**src/rtl/bitwise_pkg.sv**
```systemverilog
// Purpose: shared opcode encodings and the per-bit evaluation function for the bitwise unit.
// Latency: n/a (declarations only).
// Backpressure: n/a.
package bitwise_pkg;

  localparam int OP_W = 3;

  localparam logic [OP_W-1:0] OP_AND  = 3'd0;
  localparam logic [OP_W-1:0] OP_OR   = 3'd1;
  localparam logic [OP_W-1:0] OP_XOR  = 3'd2;
  localparam logic [OP_W-1:0] OP_NAND = 3'd3;
  localparam logic [OP_W-1:0] OP_NOR  = 3'd4;
  localparam logic [OP_W-1:0] OP_XNOR = 3'd5;
  localparam logic [OP_W-1:0] OP_NOTA = 3'd6;
  localparam logic [OP_W-1:0] OP_PASS = 3'd7;

  // Single-bit evaluation; callers apply it across every bit position, so the
  // function stays width-independent. Operand b is ignored for NOT A / PASS A.
  function automatic logic bitwise_eval(input logic [OP_W-1:0] op, input logic a, input logic b);
    logic r;
    r = 1'b0;
    case (op)
      OP_AND:  r = a & b;
      OP_OR:   r = a | b;
      OP_XOR:  r = a ^ b;
      OP_NAND: r = ~(a & b);
      OP_NOR:  r = ~(a | b);
      OP_XNOR: r = ~(a ^ b);
      OP_NOTA: r = ~a;
      OP_PASS: r = a;
      default: r = 1'b0;
    endcase
    return r;
  endfunction

endpackage

```
**src/rtl/bitwise_pipe_stage.sv**
```systemverilog
// Purpose: one valid/ready register slice carrying a flat payload (result, opcode, optional flags).
// Latency: 1 cycle from accept to o_vld.
// Backpressure: o_rdy = slot empty or downstream taking the beat; data held stable while stalled.
module bitwise_pipe_stage #(
  parameter int DW = 8
) (
  input  logic          clk,
  input  logic          rst_n,
  input  logic          i_vld,
  input  logic [DW-1:0] i_dat,
  output logic          o_rdy,
  input  logic          i_rdy,
  output logic          o_vld,
  output logic [DW-1:0] o_dat
);

  logic          r_vld;
  logic [DW-1:0] r_dat;

  // An empty slot can always load, so bubbles collapse while downstream stalls.
  assign o_rdy = !r_vld || i_rdy;
  assign o_vld = r_vld;
  assign o_dat = r_dat;

  // Load a new beat (or become empty) whenever this slot is free to move.
  always_ff @(posedge clk or negedge rst_n) begin
    if (!rst_n) begin
      r_vld <= 1'b0;
      r_dat <= '0;
    end else if (o_rdy) begin
      r_vld <= i_vld;
      if (i_vld) begin
        r_dat <= i_dat;
      end
    end
  end

endmodule

```
**src/rtl/bitwise_pipe_unit.sv**
```systemverilog
// Purpose: pipelined 8-function bitwise unit with in-order results and a completed-transfer counter.
// Latency: STAGES cycles from accept to out_valid when unstalled; 1 beat/cycle throughput.
// Backpressure: in_ready falls only when every stage is full and out_ready is low (BITWISE_FLAGS_EN adds result flags).
module bitwise_pipe_unit
  import bitwise_pkg::*;
#(
  parameter int WIDTH  = 8,
  parameter int STAGES = 2,
  parameter int CNT_W  = 16
) (
  input  logic             clk,
  input  logic             rst_n,
  input  logic             in_valid,
  output logic             in_ready,
  input  logic [WIDTH-1:0] in_a,
  input  logic [WIDTH-1:0] in_b,
  input  logic [OP_W-1:0]  in_op,
  output logic             out_valid,
  input  logic             out_ready,
  output logic [WIDTH-1:0] out_y,
  output logic [OP_W-1:0]  out_op,
  output logic [CNT_W-1:0] xfer_count
`ifdef BITWISE_FLAGS_EN
  ,
  output logic                       out_zero,
  output logic                       out_parity,
  output logic [$clog2(WIDTH+1)-1:0] out_ones
`endif
);

  localparam int ONES_W = $clog2(WIDTH + 1);
`ifdef BITWISE_FLAGS_EN
  localparam int FLAG_W = 2 + ONES_W;
`else
  localparam int FLAG_W = 0;
`endif
  localparam int PW = FLAG_W + OP_W + WIDTH;

  logic [WIDTH-1:0] w_y;
  logic             w_vld [0:STAGES];
  logic             w_rdy [0:STAGES];
  logic [PW-1:0]    w_dat [0:STAGES];
  logic [CNT_W-1:0] r_xfer_count;

  // Stage-0 evaluation: apply the selected function independently at every bit.
  always_comb begin
    w_y = '0;
    for (int i = 0; i < WIDTH; i++) begin
      w_y[i] = bitwise_eval(in_op, in_a[i], in_b[i]);
    end
  end

`ifdef BITWISE_FLAGS_EN
  logic [ONES_W-1:0] w_ones;

  // Population count of the fresh result; flags ride with the beat from here on.
  always_comb begin
    w_ones = '0;
    for (int i = 0; i < WIDTH; i++) begin
      w_ones = w_ones + ONES_W'(w_y[i]);
    end
  end

  assign w_dat[0] = {(w_y == '0), ^w_y, w_ones, in_op, w_y};
  assign {out_zero, out_parity, out_ones, out_op, out_y} = w_dat[STAGES];
`else
  assign w_dat[0] = {in_op, w_y};
  assign {out_op, out_y} = w_dat[STAGES];
`endif

  assign w_vld[0]      = in_valid;
  assign in_ready      = w_rdy[0];
  assign out_valid     = w_vld[STAGES];
  assign w_rdy[STAGES] = out_ready;

  // Chain of register slices; each slot's ready feeds the slot upstream of it.
  for (genvar k = 0; k < STAGES; k++) begin : g_stage
    bitwise_pipe_stage #(
      .DW (PW)
    ) u_stage (
      .clk   (clk),
      .rst_n (rst_n),
      .i_vld (w_vld[k]),
      .i_dat (w_dat[k]),
      .o_rdy (w_rdy[k]),
      .i_rdy (w_rdy[k+1]),
      .o_vld (w_vld[k+1]),
      .o_dat (w_dat[k+1])
    );
  end

  // Count completed output handshakes; wraps naturally at 2**CNT_W.
  always_ff @(posedge clk or negedge rst_n) begin
    if (!rst_n) begin
      r_xfer_count <= '0;
    end else if (out_valid && out_ready) begin
      r_xfer_count <= r_xfer_count + 1'b1;
    end
  end

  assign xfer_count = r_xfer_count;

endmodule

```
**config.mk**
```make
export PLATFORM = sky130hd
export DESIGN_NAME = bitwise_pipe_unit
export DESIGN_NICKNAME = d
export VERILOG_FILES = /design/src/rtl/bitwise_pkg.sv /design/src/rtl/bitwise_pipe_stage.sv /design/src/rtl/bitwise_pipe_unit.sv
export SDC_FILE = /design/constraint.sdc
export NUM_CORES = 1
export LEC_CHECK = 0
export BUFFER_PORTS_ARGS = -buffer_cell sky130_fd_sc_hd__buf_4
export CAP_MARGIN = 25
export CORE_ASPECT_RATIO = 2
export CORE_MARGIN = 4
export CORE_UTILIZATION = 44
export CTS_CLUSTER_SIZE = 10
export DETAILED_ROUTE_END_ITERATION = 6
export PLACE_DENSITY = 0.73
export REMOVE_ABC_BUFFERS = 1
export SETUP_SLACK_MARGIN = 0.1
export SLEW_MARGIN = 20
export SYNTH_ARGS = -nofsm -noshare
export SYNTH_HDL_FRONTEND = slang
export SYNTH_SLANG_ARGS = --single-unit
```
**constraint.sdc**
```tcl
create_clock -name clk -period 1.3 [get_ports clk]
set_input_delay 0.13 -clock clk [delete_from_list [all_inputs] [get_ports clk]]
set_output_delay 0.13 -clock clk [all_outputs]
set_load 0.05 [all_outputs]
```
==> reports/metrics.cfg, run 1 <==
[sta]
period_share_pct=106
fmaxAchievable_mhz=724
worstMarginPinSlew_ns=0.498
slew_headroom_pct=66.8
rsz0062_at_grt=yes
final-hold-violation-count=0
timing.final.ws_setup_ns=-0.0817
timing.final.crit_period_ns=1.38
drv_slew=0
skew_ns=0.00723
finalSetupViolCount=15
final.setup.tns_ns=-0.834

[synthesis]
syn_area_mm2=0.00244
synth_common_cells=dfrtp_1 (40), nand2_1 (26), nand2b_1 (22), ha_1 (17), inv_1 (16)
synth_area_leaders=dfrtp_1 (41%), ha_1 (8.7%), nand2b_1 (5.6%), mux2_2 (5.5%), xnor2_1 (4.7%)
ys_types=37
synthArstFlopShare_pct=100
netlist.area_leader.share_pct=41.1
synth_edf_count=0
yosys_warnings=0
synth_seq_cells=40
yosysTopAreaCell=dfrtp_1
ys.flop_type=dfrtp_1
yosysMostFrequentCell=dfrtp_1
ys_seq_area_share_pct=41.1
synth_cells=243
syn_area_per_cell_um2=10.0

[route]
wl_per_cell_um=14.1
ant_nets=0
drtIter0Drc=77
totalWireLength_mm=5.48
drt_pass1_iterations=4
vias_per_cell=5.29
drc_errors=0
vias=2053

[finish]
syn_to_final_growth_pct=37.9
n_fill_cell=484
diodes=0
nets=368
drive_above_1_share_pct=37.5
fin_cells=388

[floorplanning]
die_x_um=60.6
die_h_um=113
core_mm2=0.00542
initial_core_util_pct=44.9
dieArea_mm2=0.00686
ios=52
rows=38

[outcome]
outcome=finished, violations left
violations=setup timing

[critical_path]
slowest_delay_ns=0.43
arrival_ns=1.55
crit_type=reg2reg
cp_top_family=flip-flops
crit_buf_inv=3
startpoint_type=register
cp.required_ns=1.47
critPathCaptureType=register
worstPathCellList=buf_4, buf_6, nand2b_4, nand2_4, buf_12, mux2_4
slowest_stage=dfrtp_1
cp_max_fo=8

[cts]
cts_tree=built
ctsHtreeMaxLevel=2
path_clk_slew_ns=0.07
cts_sinks=40
cts_buffers=5
clockBufferDepth=2
worstSkewPairLatency_ns=0.29
cts_root_buf=clkbuf_8

[global_route]
grt_usage_pct=17.0
antenna_found_initial=0
grt_overflow=0
grt_pass1_vias=2135
grt_pass1_wl_mm=8.99
grt_max_degree=41

[power_and_ir_drop]
ir_drop_mv=1.38
cellPowerDensity_mw_per_mm2=1410
power_w=0.00475
p_leak_nw=1.65

[job]
maxCapViolations=0

[place]
dp_hpwl_mm=4.12
routabilityCongestion=0.820
dp.cells=373
io_buffers=51

[hold_path]
hold_path_class=in2reg

==> sequential cells by signal (all words and copies together) (netlist names) <==
register	flops
xfer_count	16
g_stage.u_stage.o_dat	22
g_stage.u_stage.o_vld	2
==> what timing repair did <==
| action | 4_1_cts | 5_1_grt |
|---|---|---|
| hold buffers | 1 | 0 |
| cloned | 0 | 1 |
| setup buffers | 3 | 4 |
| endpoints found under the hold margin | 40 | 0 |
| resized for setup | 11 | 17 |
| pin swaps | 2 | 2 |
| setup endpoints to repair | 29 | 36 |
==> power breakdown <==
group,leakage (nW),total [W],switching (W),internal (W)
clock,0.0503,0.000870,0.000398,0.000472
combinational,1.09,0.00221,0.00128,0.000924
sequential,0.506,0.00167,0.000178,0.00149
total,1.65,0.00475,0.00186,0.00289
==> layout make-up <==
class | instances | area [um2] | share of cell area (%)
multi-input combinational | 174 | 1370 | 40.7
sequential | 40 | 1000 | 29.8
timing repair buffer | 91 | 758 | 22.6
clock buffer | 7 | 96.3 | 2.87
tap | 60 | 75.1 | 2.24
inverter | 16 | 60.1 | 1.79
==> per-layer routing <==
metal,wire [um],global-route usage [%],vias up
met5,0,0,-
met4,163,9.12,0
met3,167,2.63,12
met2,3160,31.4,46
met1,1980,16.9,986
li1,-,-,1009
==> per-stage QoR <==
stage / cell area [um2] / util, % / hold slack [ns] / setup WS (ns)
finish: 3360 / 62.0 / 0.0769 / -0.0817
global route: 3360 / 62.0 / 0.0651 / -0.122
CTS: 3240 / 59.9 / 0.0376 / -0.0815
detailed placement: 3070 / 56.6 / 0.134 / -0.0468
global placement: 3070 / 56.6 / 0.126 / -0.0185
floorplan: 2350 / - / -0.166 / -0.645
==> cells in the final DEF (no fill, tap or decap), types with 6 or more instances in the layout <==
master	synthesis	routed
nand2_1	26	22
xnor2_1	13	13
a311oi_1	6	6
buf_4	3	80
nor3b_1	6	6
inv_1	16	16
o21ai_1	14	14
nand3_1	10	9
nand2b_1	22	21
clkbuf_8	0	7
dfrtp_1	40	40
mux2i_1	6	6
buf_6	3	6
mux2_2	12	11
ha_1	17	16
==> path summary, 6_finish.rpt <==
kind                                     startpoint  cells after the start                            to  slack (ns)
max                        g_stage[1].u_stage.o_vld                      6  g_stage[1].u_stage.o_dat[10]       -0.08
min                                        in_valid                      2      g_stage[0].u_stage.o_vld        0.08
max reg2reg                g_stage[1].u_stage.o_vld                      6  g_stage[1].u_stage.o_dat[10]       -0.08
min reg2reg                          xfer_count[15]                      1                xfer_count[15]        0.47
max in group asynchronous                     rst_n                      2   g_stage[1].u_stage.o_dat[0]        0.59
min in group asynchronous                     rst_n                      2   g_stage[0].u_stage.o_dat[4]        0.35
==> cell families (layout without fill, tap and decap cells) <==
group | count (synthesis) | count (layout) | synth area share, %
flops | 40 | 40 | 41.1
fa+ha+maj | 17 | 17 | 8.73
buf+inv | 29 | 114 | 6.16
compound gates | 37 | 37 | 10.7
xor+xnor | 15 | 15 | 5.39
mux | 18 | 18 | 8.01
simple gates | 87 | 87 | 19.9
Power figures use the tool's default switching activity.
==> run 2, diff against run 1 <==
--- a/config.mk
+++ b/config.mk
@@ -10,8 +10,10 @@
 export CORE_ASPECT_RATIO = 2
 export CORE_MARGIN = 4
 export CORE_UTILIZATION = 44
+export CTS_CLUSTER_DIAMETER = 120
 export CTS_CLUSTER_SIZE = 10
 export DETAILED_ROUTE_END_ITERATION = 6
+export HOLD_SLACK_MARGIN = 0.1
 export PLACE_DENSITY = 0.73
 export REMOVE_ABC_BUFFERS = 1
 export SETUP_SLACK_MARGIN = 0.1
==> reports/metrics.cfg, run 2 (same netlist as run 1, synthesis figures left out) <==
[power_and_ir_drop]
p_leak_nw=1.65
p_int_w=0.00289
pwr-share-clk_pct=18.3
p_switching_w=0.00186
switching_share_pct=39.1
seqPwrFrac_pct=35.2
ir_drop_mv=1.38
combPwrFrac_pct=46.5
cellPowerDensity_mw_per_mm2=1410

[hold_path]
hold_path_end=g_stage[0].u_stage.o_dat[8]
hp-start=in_op[0]
hold_path_class=in2reg
worstHoldPathCells=3

[critical_path]
r2r_cells=6
worstReg2RegEnd=g_stage[1].u_stage.o_dat[10]
slowest_delay_ns=0.43
cp_top_family=flip-flops
crit_type=reg2reg
regToRegSetupSlack_ns=-0.08
cp_max_fo=8
crit_buf_inv=3
cp.required_ns=1.47
arrival_ns=1.55
reg2reg_from=g_stage[1].u_stage.o_vld
startpoint_type=register
worstPathCellList=buf_4, buf_6, nand2b_4, nand2_4, buf_12, mux2_4
slowest_stage=dfrtp_1
critPathCaptureType=register

[floorplanning]
ios=52
rows=38
die_x_um=60.6
dieArea_mm2=0.00686
core_mm2=0.00542
die_h_um=113
initial_core_util_pct=44.9

[sta]
rsz0062_at_grt=yes
worst_hold_slack_ns=0.132
drv_slew=0
slew_headroom_pct=67.3
finalSetupViolCount=15
worstMarginPinSlew_ns=0.491
skew_ns=0.00676
timing.final.crit_period_ns=1.38
final-hold-violation-count=0
timing.final.ws_setup_ns=-0.0810
fmaxAchievable_mhz=724
period_share_pct=106

[finish]
nets=369
n_fill_cell=483
largest_reg_flops=22
layout_common_cells=buf_4 (80), dfrtp_1 (40), nand2_1 (22), nand2b_1 (21)
final_area_mm2=0.00337
diodes=0
final_common_cell=buf_4
drive_above_1_share_pct=37.4
syn_to_final_growth_pct=38.3

[cts]
cts_buffers=5
ctsHtreeMaxLevel=2
clockBufferDepth=2
worstSkewPairLatency_ns=0.29
cts_root_buf=clkbuf_8
cts_sinks=40
path_clk_slew_ns=0.07
cts_tree=built

[outcome]
violations=setup timing
outcome=finished, violations left

[job]
maxCapViolations=0

[route]
totalWireLength_mm=5.48
vias=2056
wl_per_cell_um=14.1
drt_pass1_iterations=4
vias_per_cell=5.29
drtIter0Drc=70
ant_nets=0
drc_errors=0

[place]
io_buffers=51
placedInstanceArea_mm2=0.00307
dp_hpwl_mm=4.12
pre_cts_ws_ns=-0.0468
routabilityCongestion=0.820

[global_route]
grt_pass1_vias=2144
grt_usage_pct=17.0
grt_max_degree=41
grt_overflow=0
antenna_found_initial=0
grt_pass1_wl_mm=9.03

run 2: per-layer routing:
| metal | track usage (%) | wire, um | part of all wire [%] |
|---|---|---|---|
| met1 | 17.0 | 1990 | 36 |
| met2 | 31.4 | 3140 | 57 |
| met3 | 2.63 | 181 | 3.3 |
| met4 | 9.12 | 163 | 3.0 |
| met5 | 0 | 0 | 0 |
run 2: metrics by stage:
step	util, %	total power (W)	setup TNS, ns	std cells
after global placement	56.6	0.00365	-0.0350	373
after CTS	60.0	0.00461	-0.203	385
after detailed placement	56.6	0.00369	-0.169	373
after floorplan	-	0.00284	-13.64	230
after global routing	62.1	0.00500	-1.75	389
final	62.1	0.00475	-0.818	389
run 2: worst max path at each step:
stage / startpoint / end / slack [ns] / depth (start not counted)
after floorplan: g_stage[1].u_stage.o_vld / g_stage[0].u_stage.o_dat[2] / -0.65 / 3
after global placement: g_stage[1].u_stage.o_vld / xfer_count[12] / -0.02 / 4
after detailed placement: xfer_count[0] / xfer_count[14] / -0.05 / 5
after CTS: g_stage[1].u_stage.o_vld / in_ready / -0.08 / 4
after global routing: g_stage[1].u_stage.o_vld / xfer_count[12] / -0.12 / 4
final: g_stage[1].u_stage.o_vld / g_stage[1].u_stage.o_dat[10] / -0.08 / 6
run 2: worst register-to-register path: stages (launching register included):
cell and delay (ns):
dfrtp_1 0.43, buf_4 0.16, buf_6 0.11, nand2b_4 0.07, nand2_4 0.06, buf_12 0.14, mux2_4 0.29
run 2: what timing repair did:
item / 4_1_cts / 5_1_grt
pin swaps: 2 / 2
gates cloned: 0 / 1
hold buffers: 2 / 0
buffers inserted: 3 / 4
setup endpoints to repair: 29 / 36
hold endpoints to repair: 41 / 0
resized for setup: 11 / 17
run 2: layout make-up:
type	count	area [um2]	area share (%)
Clock buffer	7	96.3	2.86
Inverter	16	60.1	1.78
Multi-Input combinational cell	174	1370	40.6
Sequential cell	40	1000	29.7
Tap cell	60	75.1	2.23
Timing Repair Buffer	92	768	22.8
run 2: power groups by stage:
stage | clock network [W] | registers (W) | logic (W)
global placement | 0 | 0.00165 | 0.00199
global route | 0.000940 | 0.00171 | 0.00235
floorplan | 0 | 0.00236 | 0.000484
CTS | 0.000895 | 0.00164 | 0.00208
detailed placement | 0 | 0.00166 | 0.00202
finish | 0.000871 | 0.00167 | 0.00221
